## src/rtl/stopwatch_cs.sv

```systemverilog
// stopwatch_cs: SS.CC BCD stopwatch counting rising edges of a ms tick, with start/stop/clear control
module stopwatch_cs #(
  parameter int TICKS_PER_CS = 10
) (
  input  logic        clk_i,
  input  logic        rst_i,
  input  logic        tick_i,
  input  logic        start_i,
  input  logic        stop_i,
  input  logic        clear_i,
  output logic [15:0] time_o,
  output logic        running_o,
  output logic [1:0]  state_o,
  output logic        wrap_o
);
  typedef enum logic [1:0] {IDLE = 2'b00, RUN = 2'b01, PAUSE = 2'b10} state_t;
  localparam logic [9:0] LAST = 10'(TICKS_PER_CS - 1);
  state_t state_q, state_d;
  logic tick_q, wrap_q, wrap_d;
  logic [9:0] pre_q, pre_d;
  logic [3:0] c0_q, c0_d, c1_q, c1_d, s0_q, s0_d, s1_q, s1_d;
  logic cnt, adv, k0, k1, k2;
  always_ff @(posedge clk_i or posedge rst_i) begin
    if (rst_i) begin
      state_q <= IDLE;
      tick_q  <= 1'b0;
      wrap_q  <= 1'b0;
      pre_q   <= '0;
      c0_q    <= '0;
      c1_q    <= '0;
      s0_q    <= '0;
      s1_q    <= '0;
    end else begin
      state_q <= state_d;
      tick_q  <= tick_i;
      wrap_q  <= wrap_d;
      pre_q   <= pre_d;
      c0_q    <= c0_d;
      c1_q    <= c1_d;
      s0_q    <= s0_d;
      s1_q    <= s1_d;
    end
  end
  // counting follows the pre-edge state, so a coincident stop still counts and a coincident start does not
  always_comb begin
    state_d = clear_i ? IDLE :
              stop_i  ? (state_q == RUN ? PAUSE : state_q) :
              (start_i && state_q != RUN) ? RUN : state_q;
    cnt    = state_q == RUN && tick_i && !tick_q && !clear_i;
    adv    = cnt && pre_q == LAST;
    k0     = adv && c0_q == 4'd9;
    k1     = k0 && c1_q == 4'd9;
    k2     = k1 && s0_q == 4'd9;
    wrap_d = k2 && s1_q == 4'd5;
    pre_d  = (clear_i || adv) ? '0 : cnt ? pre_q + 10'd1 : pre_q;
    c0_d   = (clear_i || k0) ? '0 : adv ? c0_q + 4'd1 : c0_q;
    c1_d   = (clear_i || k1) ? '0 : k0 ? c1_q + 4'd1 : c1_q;
    s0_d   = (clear_i || k2) ? '0 : k1 ? s0_q + 4'd1 : s0_q;
    s1_d   = (clear_i || wrap_d) ? '0 : k2 ? s1_q + 4'd1 : s1_q;
  end
  assign time_o    = {s1_q, s0_q, c1_q, c0_q};
  assign running_o = state_q == RUN;
  assign state_o   = state_q;
  assign wrap_o    = wrap_q;
endmodule

```

## config.mk

```make
export PLATFORM = sky130hd
export DESIGN_NAME = stopwatch_cs
export DESIGN_NICKNAME = d
export VERILOG_FILES = /design/src/rtl/stopwatch_cs.sv
export SDC_FILE = /design/constraint.sdc
export NUM_CORES = 1
export LEC_CHECK = 0
export ABC_AREA = 1
export ABC_CLOCK_PERIOD_IN_PS = 1700
export CAP_MARGIN = 10
export CORE_ASPECT_RATIO = 0.7
export CORE_MARGIN = 10
export CORE_UTILIZATION = 53
export CTS_CLUSTER_DIAMETER = 60
export DETAILED_ROUTE_END_ITERATION = 10
export DONT_BUFFER_PORTS = 1
export PLACE_DENSITY = 0.7
export SYNTH_ARGS = -nofsm -noshare
export SYNTH_HDL_FRONTEND = slang
export SYNTH_SLANG_ARGS = --single-unit
```

## constraint.sdc

```tcl
create_clock -name clk_i -period 1.7 [get_ports clk_i]
set_clock_uncertainty 0.05 [all_clocks]
set_input_delay 0.34 -clock clk_i [delete_from_list [all_inputs] [get_ports clk_i]]
set_output_delay 0.34 -clock clk_i [all_outputs]
set_load 0.02 [all_outputs]
```

==> key figures, run 1 <==
Run
  – Number of max-cap violations: 0

Critical path
  – CP Capture Type: flip-flop
  – Critical path class: reg -> reg
  – Crit path max fanout: 5
  – CP arrival: 1.72 ns
  – Critical path required time: ~1.8 ns
  – Setup crit start kind: flip-flop

Floorplan
  – Top Ports: 26
  – Starting Density: between 50 and 60%
  – Die ar.: around 0.0059 mm^2
  – Total core area: between 0.003 and 0.004 mm^2
  – Cell Rows: 17
  – Die X: roughly 87 um
  – Die height: approximately 67 um

Final layout
  – Synthesis-to-finish area growth: 19.3%
  – Share of layout cells above drive strength 1: a little under 20%
  – Number of antenna diodes: 0
  – FF/Latch Area: ~750 um^2
  – Final instance area: ~0.002 mm^2
  – Fill count: 282
  – Nets: between 200 and 250
  – Area of the multi-input gates: around 840 um^2

Clock network
  – # H-tree levels: 2
  – Max clock buf depth: 2
  – Sink Count: 30
  – Clk slew on worst S/H paths: 0.07 ns
  – Root buf cell: clkbuf_8
  – CTS tree: done
  – Total CTS buffers: 5
  – Worst-Skew Late Latency: approximately 0.28 ns

STA
  – Worst Tran Pin Value: approximately 0.39 ns
  – Max Freq: about 630 MHz
  – Final period util: between 90% and 100%
  – Fin. max-slew vios: 0
  – Final Hold Violating Endpoints: 0
  – WHS: roughly 0.030 ns
  – Slew margin rel.: 74.2%
  – Fin crit period: approximately 1.6 ns
  – Final setup fails: 0

Synth
  – Post-synthesis cell type count: 29
  – Synthesized flop and latch total: 30
  – Gate Count Post-Synth: slightly above 200
  – Most frequent cell after synthesis: nand2_1
  – Netlist Area Pre-Place: around 0.0017 mm^2
  – Syn Area/Cell: approximately 8.2 um^2
  – Post-Syn Nets: about 220
  – Synth async-reset ratio: between 90% and 100%
  – Area leader, netlist: dfrtp_1
  – Post-synth EDFFs: 0
  – Seq/Total Area, Yosys: 44.6%
  – Synth top cells by count: nand2_1, dfrtp_1, inv_1
  – Synth top area share: ~45%
  – Synth area leaders: dfrtp_1, nand2_1, ha_1, inv_1, nor2_1
  – Syn. warnings: 0
  – Dominant register cell in the synthesized netlist: dfrtp_1

Global route
  – Grt ovf: 0
  – Vias in the first global route: between 1000 and 1500
  – Total global-route track usage: about 14%
  – First-pass GRT wire length: between 6000 and 7000 um
  – Initial antenna violation count: 0
  – Largest net degree at the start of global routing: 31

Power
  – Int Power: ~1.1 mW
  – Sw Share: roughly a quarter
  – PD cells: between 700 and 800 mW/mm^2
  – Clock share of power: between 40 and 50%
  – P_sw: roughly 0.37 mW
  – Reg power frac: about half
  – Leak: between 1 and 1.5 nW
  – Worst IR drop on VDD: 0.498 mV
  – Logic pwr share: 9.0%

Route
  – Drt total wl: 3890 um
  – Routed vias/inst: between 5 and 6
  – DRC errors left: 0
  – Starting DRT DRC Count: 66
  – DR pass1 iterations: 6
  – Drt wl/cell: roughly 14 um
  – Via count: 1458
  – Final antenna-violating net count: 0

Placement
  – GP Congestion: 0.862
  – Placed Area: 0.00185 mm^2
  – HPWL after detailed placement: between 2000 and 3000 um
  – I/O Buffers: 0

Status
  – Status: finished clean

Min path
  – Hold Crit Class: in -> reg
[repair_timing]
item | 4_1_cts | 5_1_grt
pin swaps | 0 | 4
hold buffers | 1 | 0
setup buffers | 0 | 2
setup endpoints to repair | 5 | 19
resized for setup | 1 | 7
endpoints found under the hold margin | 30 | 0
[power groups by stage]
| stage | clock, mW | combinational (mW) | sequential [mW] |
|---|---|---|---|
| floorplan | 0 | 0.0664 | 0.762 |
| global route | 0.634 | 0.149 | 0.734 |
| detailed placement | 0 | 0.128 | 0.746 |
| global placement | 0 | 0.121 | 0.745 |
| finish | 0.594 | 0.131 | 0.733 |
| CTS | 0.600 | 0.131 | 0.733 |
[final timing paths]
check | from | endpoint | slack [ns] | depth (start not counted)
max reg2reg | pre_q[1]$_DFFE_PP0P_ | s1_q[3]$_DFFE_PP0P_ | 0.11 | 9
max in group asynchronous | rst_i | pre_q[7]$_DFFE_PP0P_ | 0.78 | 3
min | tick_i | tick_q$_DFF_PP0_ | 0.03 | 0
min reg2reg | c1_q[1]$_DFFE_PP0P_ | c1_q[1]$_DFFE_PP0P_ | 0.50 | 2
max | pre_q[1]$_DFFE_PP0P_ | s1_q[3]$_DFFE_PP0P_ | 0.11 | 9
min in group asynchronous | rst_i | tick_q$_DFF_PP0_ | 0.53 | 3
[stage by stage]
stage | utilization [%] | TNS, ns | instances | power (mW) | setup slack [ns]
final | 64.6 | 0 | 270 | 1.46 | 0.109
after global routing | 64.6 | -0.0905 | 270 | 1.52 | -0.0237
after CTS | 63.1 | 0 | 268 | 1.46 | 0.0516
after detailed placement | 59.6 | -0.00827 | 259 | 0.874 | -0.00827
after global placement | 59.6 | 0 | 259 | 0.866 | 0.0965
after floorplan | - | 0 | 205 | 0.829 | 0.0671
[layer usage]
| layer | GRT usage [%] | part of all wire, % |
|---|---|---|
| met1 | 17.6 | 44 |
| met2 | 21.7 | 46 |
| met3 | 5.85 | 8.7 |
| met4 | 5.56 | 1.0 |
| met5 | 0 | 0 |
[kinds of logic (layout without fill, tap and decap cells)]
logic type	Yosys count	count (layout)	share of synthesized area (%)
simple gates	104	104	29.8
compound gates	21	21	7.07
flops	30	30	44.6
buf+inv	34	61	7.89
fa+ha+maj	10	10	7.44
xor+xnor	6	6	3.12
[cell type report]
class / count / share of cell area, %
multi-input combinational: 141 / 41.7
sequential: 30 / 37.4
timing repair buffer: 21 / 7.99
inverter: 32 / 5.99
clock buffer: 7 / 4.30
tap: 38 / 2.37
clock inverter: 1 / 0.250
[critical path: stages (launching register included)]
cell and delay [ns]:
dfrtp_1 0.39, inv_1 0.10, ha_1 0.14, nand3_1 0.11, nor2_4 0.16, nand4_4 0.14
nor2_4 0.21, nor2_4 0.07, nand2_1 0.06, nand2_1 0.06
[cell usage in the layout, fill, tap and decap left out, types with 3 or more instances in the layout]
cell and instances:
nand3_1 14, a21oi_1 6, inv_1 25, nor2_4 3
inv_2 6, o31ai_1 3, nor3_1 4, nand4_1 10
ha_1 10, nor2_1 18, clkbuf_8 6, o21ai_1 7
buf_4 20, dfrtp_1 30, nand2_1 42, xor2_1 6
[flip-flops by register name (all words and copies together), names as in the netlist]
signal   cells
c0_q         4
c1_q         4
pre_q       10
s0_q         4
s1_q         4
state_o      2
tick_q       1
wrap_o       1
(Power assumes the default switching activity.)
==> run 2, diff against run 1 <==
Settings changed: SKIP_CTS_REPAIR_TIMING from default to 1.
==> key figures, run 2 (synthesized netlist as in run 1, its figures left out) <==
Final layout
  – Fill count: roughly 280
  – Most common cell after layout, fill and taps aside: nand2_1
  – Synthesis-to-finish area growth: 19.3%
  – Nets: roughly 250
  – Final instance area: roughly 0.002 mm^2
  – Top reg by flops: pre_q
  – Leading cell types in the layout, fill and taps excluded: nand2_1, dfrtp_1, inv_1
  – Max FFs per register: 10
  – Share of layout cells above drive strength 1: between 10% and 20%
  – Number of antenna diodes: 0

Route
  – Drt wl/cell: between 10 and 15 um
  – Starting DRT DRC Count: 90
  – Drt total wl: 3880 um
  – Via count: around 1500
  – Routed vias/inst: around 5.4
  – DR pass1 iterations: 7
  – DRC errors left: 0
  – Final antenna-violating net count: 0

Power
  – Worst IR drop on VDD: 0.496 mV
  – Sw Share: between 20% and 30%
  – Reg power frac: 50.3%
  – Design Power: 1.46 mW
  – Logic pwr share: 9.0%
  – P_sw: 0.365 mW
  – PD cells: between 700 and 800 mW/mm^2
  – Clock share of power: 40.7%
  – Leak: roughly 1 nW
  – Int Power: between 1 and 1.5 mW

Clock network
  – CTS tree: done
  – Clk slew on worst S/H paths: around 0.070 ns
  – Max clock buf depth: 2
  – Sink Count: 30
  – # H-tree levels: 2
  – Root buf cell: clkbuf_8
  – Worst-Skew Late Latency: ~0.28 ns
  – Total CTS buffers: 5

Floorplan
  – Die ar.: 0.00586 mm^2
  – Top Ports: 26
  – Die X: slightly below 90 um
  – Total core area: 0.00311 mm^2
  – Die height: roughly 67 um
  – Starting Density: 54.1%
  – Cell Rows: 17

Critical path
  – CP Capture Type: flip-flop
  – CP arrival: ~1.7 ns
  – Critical path required time: between 1.5 and 2 ns
  – Worst R2R Setup Slack: about 0.11 ns
  – Setup crit start kind: flip-flop
  – Critical path class: reg -> reg
  – Crit path max fanout: 5

STA
  – Fin. max-slew vios: 0
  – Slew margin rel.: 74.3%
  – Fin crit period: approximately 1.6 ns
  – Max Freq: about 630 MHz
  – Final Hold Violating Endpoints: 0
  – Final period util: a little over nine tenths
  – Final setup fails: 0
  – Worst Tran Pin Value: between 0.3 and 0.4 ns

Global route
  – Initial antenna violation count: 0
  – Total global-route track usage: around 14%
  – Largest net degree at the start of global routing: 31
  – Vias in the first global route: 1449
  – First-pass GRT wire length: 6470 um
  – Grt ovf: 0

Min path
  – Hold Crit Class: in -> reg

Placement
  – GP Congestion: 0.862
  – I/O Buffers: 0
  – Placed Area: around 0.0019 mm^2
  – HPWL after detailed placement: approximately 2900 um

Status
  – Status: finished clean

Run
  – Number of max-cap violations: 0
[run 2: cell counts in the layout (fill, tap and decap cells not counted)]
No cell type changed its count.
[run 2: area by class of cell]
cell class                      instances  area, um^2  area share [%]
Multi-Input combinational cell        141         836            41.7
Clock inverter                          1        5.00           0.250
Inverter                               32         120            5.99
Timing Repair Buffer                   21         160            7.99
Tap cell                               38        47.5            2.37
Sequential cell                        30         751            37.4
Clock buffer                            7        86.3            4.30
[run 2: through the flow]
step	instances	util, %	hold slack (ns)	TNS (ns)	setup slack, ns
final	270	64.6	0.0301	0	0.107
after global placement	259	59.6	0.278	0	0.0965
after global routing	270	64.6	0.0154	-0.0900	-0.0237
after floorplan	205	-	0.321	0	0.0671
after detailed placement	259	59.6	0.285	-0.00827	-0.00827
after CTS	267	62.6	-0.0237	-0.113	-0.0308
[run 2: worst max-delay path, stage by stage (launching register included)]
cell and delay (ns):
dfrtp_1 0.39, inv_1 0.10, ha_1 0.14, nand3_1 0.11, nor2_4 0.16, nand4_4 0.14
nor2_4 0.21, nor2_4 0.07, nand2_1 0.08, nand2_1 0.05
[run 2: path summary, 6_finish.rpt]
path	from	end	cells after the start
min in group asynchronous	rst_i	tick_q$_DFF_PP0_	3
worst max-delay path	pre_q[1]$_DFFE_PP0P_	s0_q[1]$_DFFE_PP0P_	9
worst min-delay path	tick_i	tick_q$_DFF_PP0_	0
worst max register to register	pre_q[1]$_DFFE_PP0P_	s0_q[1]$_DFFE_PP0P_	9
worst min register to register	c1_q[1]$_DFFE_PP0P_	c1_q[1]$_DFFE_PP0P_	2
max in group asynchronous	rst_i	pre_q[7]$_DFFE_PP0P_	3
[run 2: layer usage]
layer,vias up,wire length [um],track usage [%]
met5,-,0,0
met4,0,45,5.75
met3,7,332,5.72
met2,41,1780,21.1
met1,693,1720,17.3
li1,720,-,-
[run 2: power groups by stage]
stage | clock network (mW) | logic, mW | registers [mW]
floorplan | 0 | 0.0664 | 0.762
global placement | 0 | 0.121 | 0.745
detailed placement | 0 | 0.128 | 0.746
CTS | 0.600 | 0.128 | 0.733
global route | 0.633 | 0.149 | 0.734
finish | 0.593 | 0.131 | 0.733
==> run 3, diff against run 2 <==
Settings changed: REMOVE_ABC_BUFFERS from default to 1.
==> key figures, run 3 (synthesized netlist as in run 1, its figures left out) <==
Status
  – Status: finished clean

Final layout
  – Share of layout cells above drive strength 1: approximately 20%
  – FF/Latch Area: between 700 and 800 um^2
  – Most common cell after layout, fill and taps aside: nand2_1
  – Nets: roughly 250
  – Top reg by flops: pre_q
  – Max FFs per register: 10
  – Leading cell types in the layout, fill and taps excluded: nand2_1, dfrtp_1, inv_1
  – Fill count: 264
  – Non-filler cells, final: 268
  – Synthesis-to-finish area growth: 19.8%
  – Number of antenna diodes: 0
  – Area of the multi-input gates: 851 um^2

Floorplan
  – Cell Rows: 17
  – Die height: 67.1 um
  – Die ar.: around 0.006 mm^2
  – Die X: 87.3 um
  – Total core area: between 0.003 and 0.004 mm^2
  – Top Ports: 26
  – Starting Density: 54.1%

Critical path
  – Crit path max fanout: 3
  – Setup crit start kind: flip-flop
  – Critical path required time: approximately 1.9 ns
  – Critical path class: reg -> reg
  – CP Capture Type: flip-flop
  – Cells on worst reg2reg path: 9
  – CP arrival: between 1.5 and 2 ns

STA
  – Final setup fails: 0
  – Setup TNS: 0 ns
  – Slew margin rel.: between 70 and 80%
  – Final Hold Violating Endpoints: 0
  – Final period util: approximately 95%
  – Worst Tran Pin Value: 0.379 ns
  – Fin crit period: ~1.6 ns
  – Fin. max-slew vios: 0
  – Max Freq: around 620 MHz

Route
  – Starting DRT DRC Count: 75
  – Via count: 1437
  – Final antenna-violating net count: 0
  – Drt total wl: about 3800 um
  – DR pass1 iterations: 7
  – DRC errors left: 0
  – Routed vias/inst: between 5 and 6
  – Drt wl/cell: around 14 um

Placement
  – HPWL after detailed placement: between 2000 and 3000 um
  – I/O Buffers: 0
  – Cell count after placement: 257
  – GP Congestion: about 0.80

Power
  – Worst IR drop on VDD: between 0.4 and 0.5 mV
  – Leak: 0.998 nW
  – PD cells: about 690 mW/mm^2

Global route
  – First-pass GRT wire length: approximately 6400 um
  – Grt ovf: 0
  – Total global-route track usage: 13.8%
  – Largest net degree at the start of global routing: 31
  – Vias in the first global route: between 1000 and 1500
  – Initial antenna violation count: 0

Clock network
  – # H-tree levels: 2
  – Max clock buf depth: 2
  – Worst-Skew Late Latency: 0.28 ns
  – Clk slew on worst S/H paths: about 0.06 ns
  – Total CTS buffers: 5
  – Root buf cell: clkbuf_8
  – CTS tree: done
  – Sink Count: 30

Run
  – Number of max-cap violations: 0

Min path
  – Hold Crit Class: in -> reg
  – Hold depth: 0
-- run 3: final cells by class --
cell class / instances / share of cell area (%)
clock buffer: 7 / 3.79
sequential: 30 / 37.3
inverter: 32 / 5.96
timing repair buffer: 20 / 8.39
multi-input combinational: 141 / 42.2
tap: 38 / 2.36
-- run 3: metrics by stage --
| step | area, um^2 | util, % | hold slack [ns] | setup WS (ns) | power [mW] |
|---|---|---|---|---|---|
| after floorplan | 1670 | - | 0.321 | 0.0329 | 0.827 |
| after global placement | 1850 | 59.5 | 0.273 | 0.0502 | 0.865 |
| after detailed placement | 1850 | 59.5 | 0.280 | 0.0192 | 0.871 |
| after CTS | 1930 | 62.0 | -0.0247 | -0.0513 | 1.40 |
| after global routing | 2010 | 64.9 | 0.0194 | -0.00973 | 1.47 |
| final | 2010 | 64.9 | 0.0336 | 0.0927 | 1.39 |
-- run 3: power by group --
| part | internal [mW] | total [mW] | switching [mW] | leakage (nW) |
|---|---|---|---|---|
| clock | 0.281 | 0.525 | 0.244 | 0.0383 |
| combinational | 0.0436 | 0.133 | 0.0899 | 0.547 |
| sequential | 0.726 | 0.734 | 0.00828 | 0.412 |
| total | 1.05 | 1.39 | 0.342 | 0.998 |
-- run 3: path summary, 6_finish.rpt --
| kind | end | slack [ns] | start |
|---|---|---|---|
| worst min register to register | pre_q[1]$_DFFE_PP0P_ | 0.50 | pre_q[1]$_DFFE_PP0P_ |
| min in group asynchronous | wrap_o$_DFF_PP0_ | 0.52 | rst_i |
| worst max register to register | s1_q[0]$_DFFE_PP0P_ | 0.09 | c1_q[1]$_DFFE_PP0P_ |
| max in group asynchronous | c0_q[2]$_DFFE_PP0P_ | 0.80 | rst_i |
| worst min-delay path | tick_q$_DFF_PP0_ | 0.03 | tick_i |
| worst max-delay path | s1_q[0]$_DFFE_PP0P_ | 0.09 | c1_q[1]$_DFFE_PP0P_ |
-- run 3: worst max-delay path: stages, from the launching register on --
cell and delay [ns]:
dfrtp_1 0.39, inv_2 0.09, ha_4 0.12, inv_2 0.04, nor3b_4 0.23, nand4_4 0.15
nor2_4 0.19, buf_6 0.13, nand4_1 0.08, nand2_1 0.08
-- run 3: layer usage --
metal	share of wire [%]	track usage (%)	vias up
li1	-	-	713
met1	47	17.9	674
met2	44	19.9	43
met3	8.1	5.60	7
met4	1.5	5.95	0
met5	0	0	-
